### config.mk
export PLATFORM = sky130hd
export DESIGN_NAME = sram_dp_be
export DESIGN_NICKNAME = d
export VERILOG_FILES = /design/src/rtl/sram_dp_be.sv
export SDC_FILE = /design/constraint.sdc
export NUM_CORES = 1
export LEC_CHECK = 0
export BUFFER_PORTS_ARGS = -buffer_cell sky130_fd_sc_hd__buf_2
export CAP_MARGIN = 20
export CORE_MARGIN = 2
export CORE_UTILIZATION = 50
export DETAILED_ROUTE_END_ITERATION = 6
export GPL_TIMING_DRIVEN = 0
export PLACE_DENSITY = 0.8
export SLEW_MARGIN = 25
export SYNTH_ARGS = -nofsm -noshare
export SYNTH_HDL_FRONTEND = slang
export SYNTH_SLANG_ARGS = --single-unit
### constraint.sdc
create_clock -name clk -period 2.45 [get_ports clk]
set_input_delay 0.49 -clock clk [delete_from_list [all_inputs] [get_ports clk]]
set_output_delay 0.49 -clock clk [all_outputs]
set_load 0.02 [all_outputs]
### src/rtl/sram_dp_be.sv
// sram_dp_be: simple-dual-port synchronous SRAM with per-byte write enables, a registered
// read port, selectable read-during-write behaviour and a post-reset clear engine.
module sram_dp_be #(
  parameter int DATA_W       = 8,
  parameter int ADDR_W       = 5,
  parameter int RD_MODE      = 0,
  parameter int CLEAR_ON_RST = 1
) (
  input  logic                clk,
  input  logic                rst,
  input  logic                wr_en,
  input  logic [ADDR_W-1:0]   wr_addr,
  input  logic [DATA_W-1:0]   wr_data,
  input  logic [DATA_W/8-1:0] wr_be,
  input  logic                rd_en,
  input  logic [ADDR_W-1:0]   rd_addr,
  output logic [DATA_W-1:0]   rd_data,
  output logic                rd_valid,
  output logic                busy,
  output logic                req_drop
);

  localparam int DEPTH  = 2 ** ADDR_W;
  localparam int NBYTES = DATA_W / 8;

  typedef enum logic {
    S_CLEAR = 1'b0,
    S_READY = 1'b1
  } state_t;

  state_t              r_state;
  state_t              w_state_next;
  logic [ADDR_W-1:0]   r_clr_addr;
  logic                r_rd_valid;
  logic                r_req_drop;

  logic                w_busy;
  logic                w_clr_we;
  logic                w_wr_acc;
  logic                w_rd_acc;
  logic                w_collide;
  logic [ADDR_W-1:0]   w_mem_addr;

  // State register: reset restarts the clear sweep from address 0.
  always_ff @(posedge clk) begin
    if (rst) begin
      r_state    <= (CLEAR_ON_RST != 0) ? S_CLEAR : S_READY;
      r_clr_addr <= '0;
    end else begin
      r_state <= w_state_next;
      if (r_state == S_CLEAR) begin
        r_clr_addr <= r_clr_addr + 1'b1;
      end
    end
  end

  // Next-state logic
  always_comb begin
    w_state_next = r_state;
    case (r_state)
      S_CLEAR: begin
        if (r_clr_addr == '1) begin
          w_state_next = S_READY;
        end
      end
      S_READY: begin
        w_state_next = S_READY;
      end
      default: begin
        w_state_next = S_READY;
      end
    endcase
  end

  // Output / acceptance logic; nothing touches the array during the reset cycle itself.
  always_comb begin
    w_busy     = (r_state == S_CLEAR);
    w_clr_we   = w_busy & ~rst;
    w_wr_acc   = wr_en & ~w_busy & ~rst;
    w_rd_acc   = rd_en & ~w_busy & ~rst;
    w_collide  = w_wr_acc & w_rd_acc & (wr_addr == rd_addr);
    w_mem_addr = w_busy ? r_clr_addr : wr_addr;
  end

  always_ff @(posedge clk) begin
    if (rst) begin
      r_rd_valid <= 1'b0;
      r_req_drop <= 1'b0;
    end else begin
      r_rd_valid <= w_rd_acc;
      r_req_drop <= (wr_en | rd_en) & w_busy;
    end
  end

  // One independent byte-wide RAM per lane so each byte enable maps onto its own write strobe.
  genvar gi;
  generate
    for (gi = 0; gi < NBYTES; gi++) begin : g_lane
      logic [7:0] r_mem [DEPTH];
      logic [7:0] r_rd_byte;
      logic [7:0] w_wr_byte;
      logic       w_we;

      assign w_we      = w_clr_we | (w_wr_acc & wr_be[gi]);
      assign w_wr_byte = w_clr_we ? 8'h00 : wr_data[gi*8 +: 8];

      always_ff @(posedge clk) begin
        if (w_we) begin
          r_mem[w_mem_addr] <= w_wr_byte;
        end
      end

      // Write-first forwards the incoming byte; otherwise the array gives the pre-write value.
      always_ff @(posedge clk) begin
        if (rst) begin
          r_rd_byte <= 8'h00;
        end else if (w_rd_acc) begin
          if ((RD_MODE != 0) && w_collide && wr_be[gi]) begin
            r_rd_byte <= wr_data[gi*8 +: 8];
          end else begin
            r_rd_byte <= r_mem[rd_addr];
          end
        end
      end

      assign rd_data[gi*8 +: 8] = r_rd_byte;
    end
  endgenerate

  assign rd_valid = r_rd_valid;
  assign busy     = w_busy;
  assign req_drop = r_req_drop;

endmodule

==> results by group <==
Outcome
  – Status: finished, final reports clean

STA
  – Crit path time final: 2.376 ns
  – Slew @ Worst Pin: around 0.86 ns
  – Period utilisation layout: 96.97%
  – Number of hold violations in the final report: 0
  – Number of pins exceeding their max-slew limit in the final report: 0
  – Setup repair after global routing missed its margin: false
  – Setup Skew: 0.02418 ns
  – Worst Setup Slack, final: 0.07417 ns
  – Sum of negative setup slack: 0 ns
  – Final-report setup violation count: 0
  – Headroom to the max-slew limit: 42.65%
  – Peak clock frequency supported by timing: about 420 MHz

Layout
  – Net count of the finished layout: 747
  – Fraction of layout instances using a drive strength above 1: 19.54%
  – Area of combinational cells with multiple inputs: 2919 um^2
  – Area taken by flip-flops and latches: 8008 um^2
  – Area delta synth->final: 17.52%
  – Number of standard cells in the final layout excluding fillers: 1017
  – Number of filler instances in the final layout: 1453
  – Number of inserted diodes: 0
  – Final Instance Area: between 10000 and 15000 um^2

Power
  – Overall power after layout: approximately 9.9 mW
  – Pwr per Cell Area: 781.1 nW/um^2
  – Clock Power Share: 42.3%
  – Sw frac: 21.10%
  – Net switching component of the power: approximately 2.1 mW
  – Share of power burned in combinational logic: 6.1%
  – Internal power consumption: 7.832 mW
  – Leakage: 4.431 nW
  – Sequential fraction of design power: 51.7%
  – Worst-case vdd ir drop: 0.7102 mV

Worst setup path
  – Reg-to-reg slack, setup: about 0.15 ns
  – Worst Path Arrival: 2.84 ns
  – Most numerous cell on the critical path: clkbuf_1
  – Worst path cell trace: buf_2 > nor2b_1 > clkbuf_1 > clkbuf_1 > a22oi_1 > a21oi_1 > or4_1 > a211oi_1
  – Worst stage delay on the critical path: 0.65 ns
  – Kind of end point of the critical path: flop
  – Cell depth of the worst flop-to-flop path: 3
  – Critical path peak fanout: 10
  – Critical path required time: 2.91 ns
  – Launching element type of the critical path: primary input
  – Critical path class: primary input to flop
  – Worst-path cell with the longest stage delay: or4_1

Clocking
  – Max Root-Sink Buffers: 3
  – CTS tree: built
  – CTS clk-pin slew, worst paths: 0.06 ns
  – Post-CTS setup buffer count: 0
  – Htree depth: 1
  – Cell chosen for the clock root: clkbuf_16
  – Inserted Clock Buffers: 27
  – Worst-skew pair later-pin latency: approximately 0.54 ns
  – Quantity of hold-fixing buffers added after cts: 0
  – Clock sinks: 272

Logic synthesis
  – Fraction of the yosys area taken by sequential cells: 74.05%
  – Number of distinct library cell variants in the gate-level netlist after synthesis: 30
  – Number of enable-type register cells in the synthesized netlist: roughly 260
  – Post-Synthesis Cell Area: approximately 11000 um^2
  – Primary flip-flop cell chosen by synthesis mapping: edfxtp_1
  – Top-area cell type share of the netlist area: a little under three quarters
  – Cell count after synthesis: 657
  – Post-synth net total: 682
  – Post-synthesis sequential element count: between 200 and 300
  – Synth cell count leaders: 256 x edfxtp_1, 132 x mux2i_1, 64 x a22oi_1
  – Top area cells in the synthesized netlist: edfxtp_1 71%, mux2i_1 12%, a22oi_1 4.4%, dfxtp_1 3.0%, nor2_1 1.8%
  – Syn avg cell area: 16.46 um^2
  – Post-synth ARST share: 0%
  – Yosys top cell by area: edfxtp_1
  – Most common cell in the synthesized netlist: edfxtp_1
  – Warnings, synthesis: 0

Global routing
  – Via count of the first global-routing pass: 6133
  – Gr busiest metal: met2
  – Maximum number of pins on one net before global-route repair: 33
  – Number of antenna violations at the first check in global routing: 1
  – Global routing met2 resource utilization: 35.11%
  – GR met3 Demand/Resource: 7.048%
  – Global-route wire length before repair: ~37000 um
  – Total GRT Usage: 22.36%
  – Overflow after GRT: 0
  – Global routing met1 resource utilization: 30.30%

Die
  – Starting utilization of the core area: around 51%
  – Core area: between 20000 and 25000 um^2
  – Die extent in x: about 150 um
  – Y dimension of the die: 151.1 um
  – Site Rows: 53
  – Top-Level Pins: 34
  – Area enclosed by the die boundary: roughly 23000 um^2

Drt
  – Total via count after detailed routing: about 6000
  – Routed length per instance: 24.70 um
  – Number of vias per cell after detailed routing: 6.061
  – Iteration count of the initial detailed-routing pass: 5
  – Initial DRC Count: 608
  – Wirelength, routed: 25120 um
  – DRC violation count after routing: 0
  – Count of nets left with antenna violations after detail routing: 0

Placement
  – Half-perimeter wire length after detailed placement: 16320 um
  – GPL Wtd Cong: approximately 0.94
  – Standard cell area after detailed placement: 11530 um^2
  – Cell count after placement: around 970
  – Pre-CTS setup slack: -0.4651 ns
  – PortBufs: 31

Worst hold path
  – Worst hold path depth: 2
  – Hold Path Class: primary input to flop

Run
  – Max-cap violations: 0
## layout make-up
| class | count | area share [%] |
|---|---|---|
| well taps | 275 | 2.708 |
| repair buffers | 37 | 2.422 |
| clock buffers | 36 | 5.740 |
| clock inverters | 13 | 1.369 |
| multi-input cells | 344 | 22.97 |
| inverters | 3 | 0.08861 |
| flip-flops and latches | 272 | 63.01 |
| plain buffers | 37 | 1.693 |
## kinds of logic after synthesis
logic type               share of synthesized area (%)
flip-flops                                       74.05
multiplexers                                     12.43
AO/OA/AOI/OAI                                    6.838
AND/OR/NAND/NOR                                  4.177
buffers and inverters                            2.117
XOR/XNOR                                        0.1620
adder cells (fa/ha/maj)                         0.2314
## per-stage QoR
stage	utilization, %	hold WS (ns)
2_1_floorplan	-	0.4652
3_3_place_gp	53.48	0.4806
3_5_place_dp	54.50	0.4908
4_1_cts	59.96	0.1643
5_1_grt	60.08	0.1806
6_report	60.08	0.1798
## layout by cell type (no fill, tap or decap), types with 6 or more instances in the layout
master,n
a211oi_1,7
a21oi_1,33
a22oi_1,64
buf_2,32
buf_4,8
buf_6,6
clkbuf_1,27
clkbuf_16,27
dfxtp_1,16
edfxtp_1,256
mux2i_1,132
nand2_1,6
nor2_1,20
nor2_4,32
nor2b_4,8
or4_1,8
## power groups by stage
stage                     clock (mW)  sequential [mW]  combinational [mW]
after floorplan                    0             5.23               0.316
after global placement             0             5.23               0.494
after detailed placement           0             5.23               0.549
after CTS                       4.22             5.13               0.584
after global routing            4.39             5.13               0.626
final                           4.19             5.13               0.601
## per-layer routing
metal	wire length (um)	part of all wire, %
met1	9905	39
met2	11550	46
met3	2991	12
met4	660	2.6
met5	11	0.044
## worst paths after layout
path | to | start
max | rd_data[3] | rd_addr[2]
min | req_drop | rd_en
max reg2reg | g_lane[0].r_mem[17][3] | r_state
min reg2reg | rd_data[0] | rd_data[0]
## worst max-delay path, delay by kind of cell
family | cells | cell delay, ns
AO/OA/AOI/OAI | 3 | 0.86
buffers and inverters | 3 | 0.68
AND/OR/NAND/NOR | 2 | 0.79
## state kept, by name, indices dropped and copies added (netlist names)
signal        cells
g_lane.r_mem    256
rd_data           8
r_clr_addr        5
r_state           1
rd_valid          1
req_drop          1
## timing repair
item	4_1_cts	5_1_grt
resized for setup	69	6
pin swaps	0	1
setup endpoints to repair	256	256
hold endpoints to repair	0	0
(Power assumes the default switching activity.)
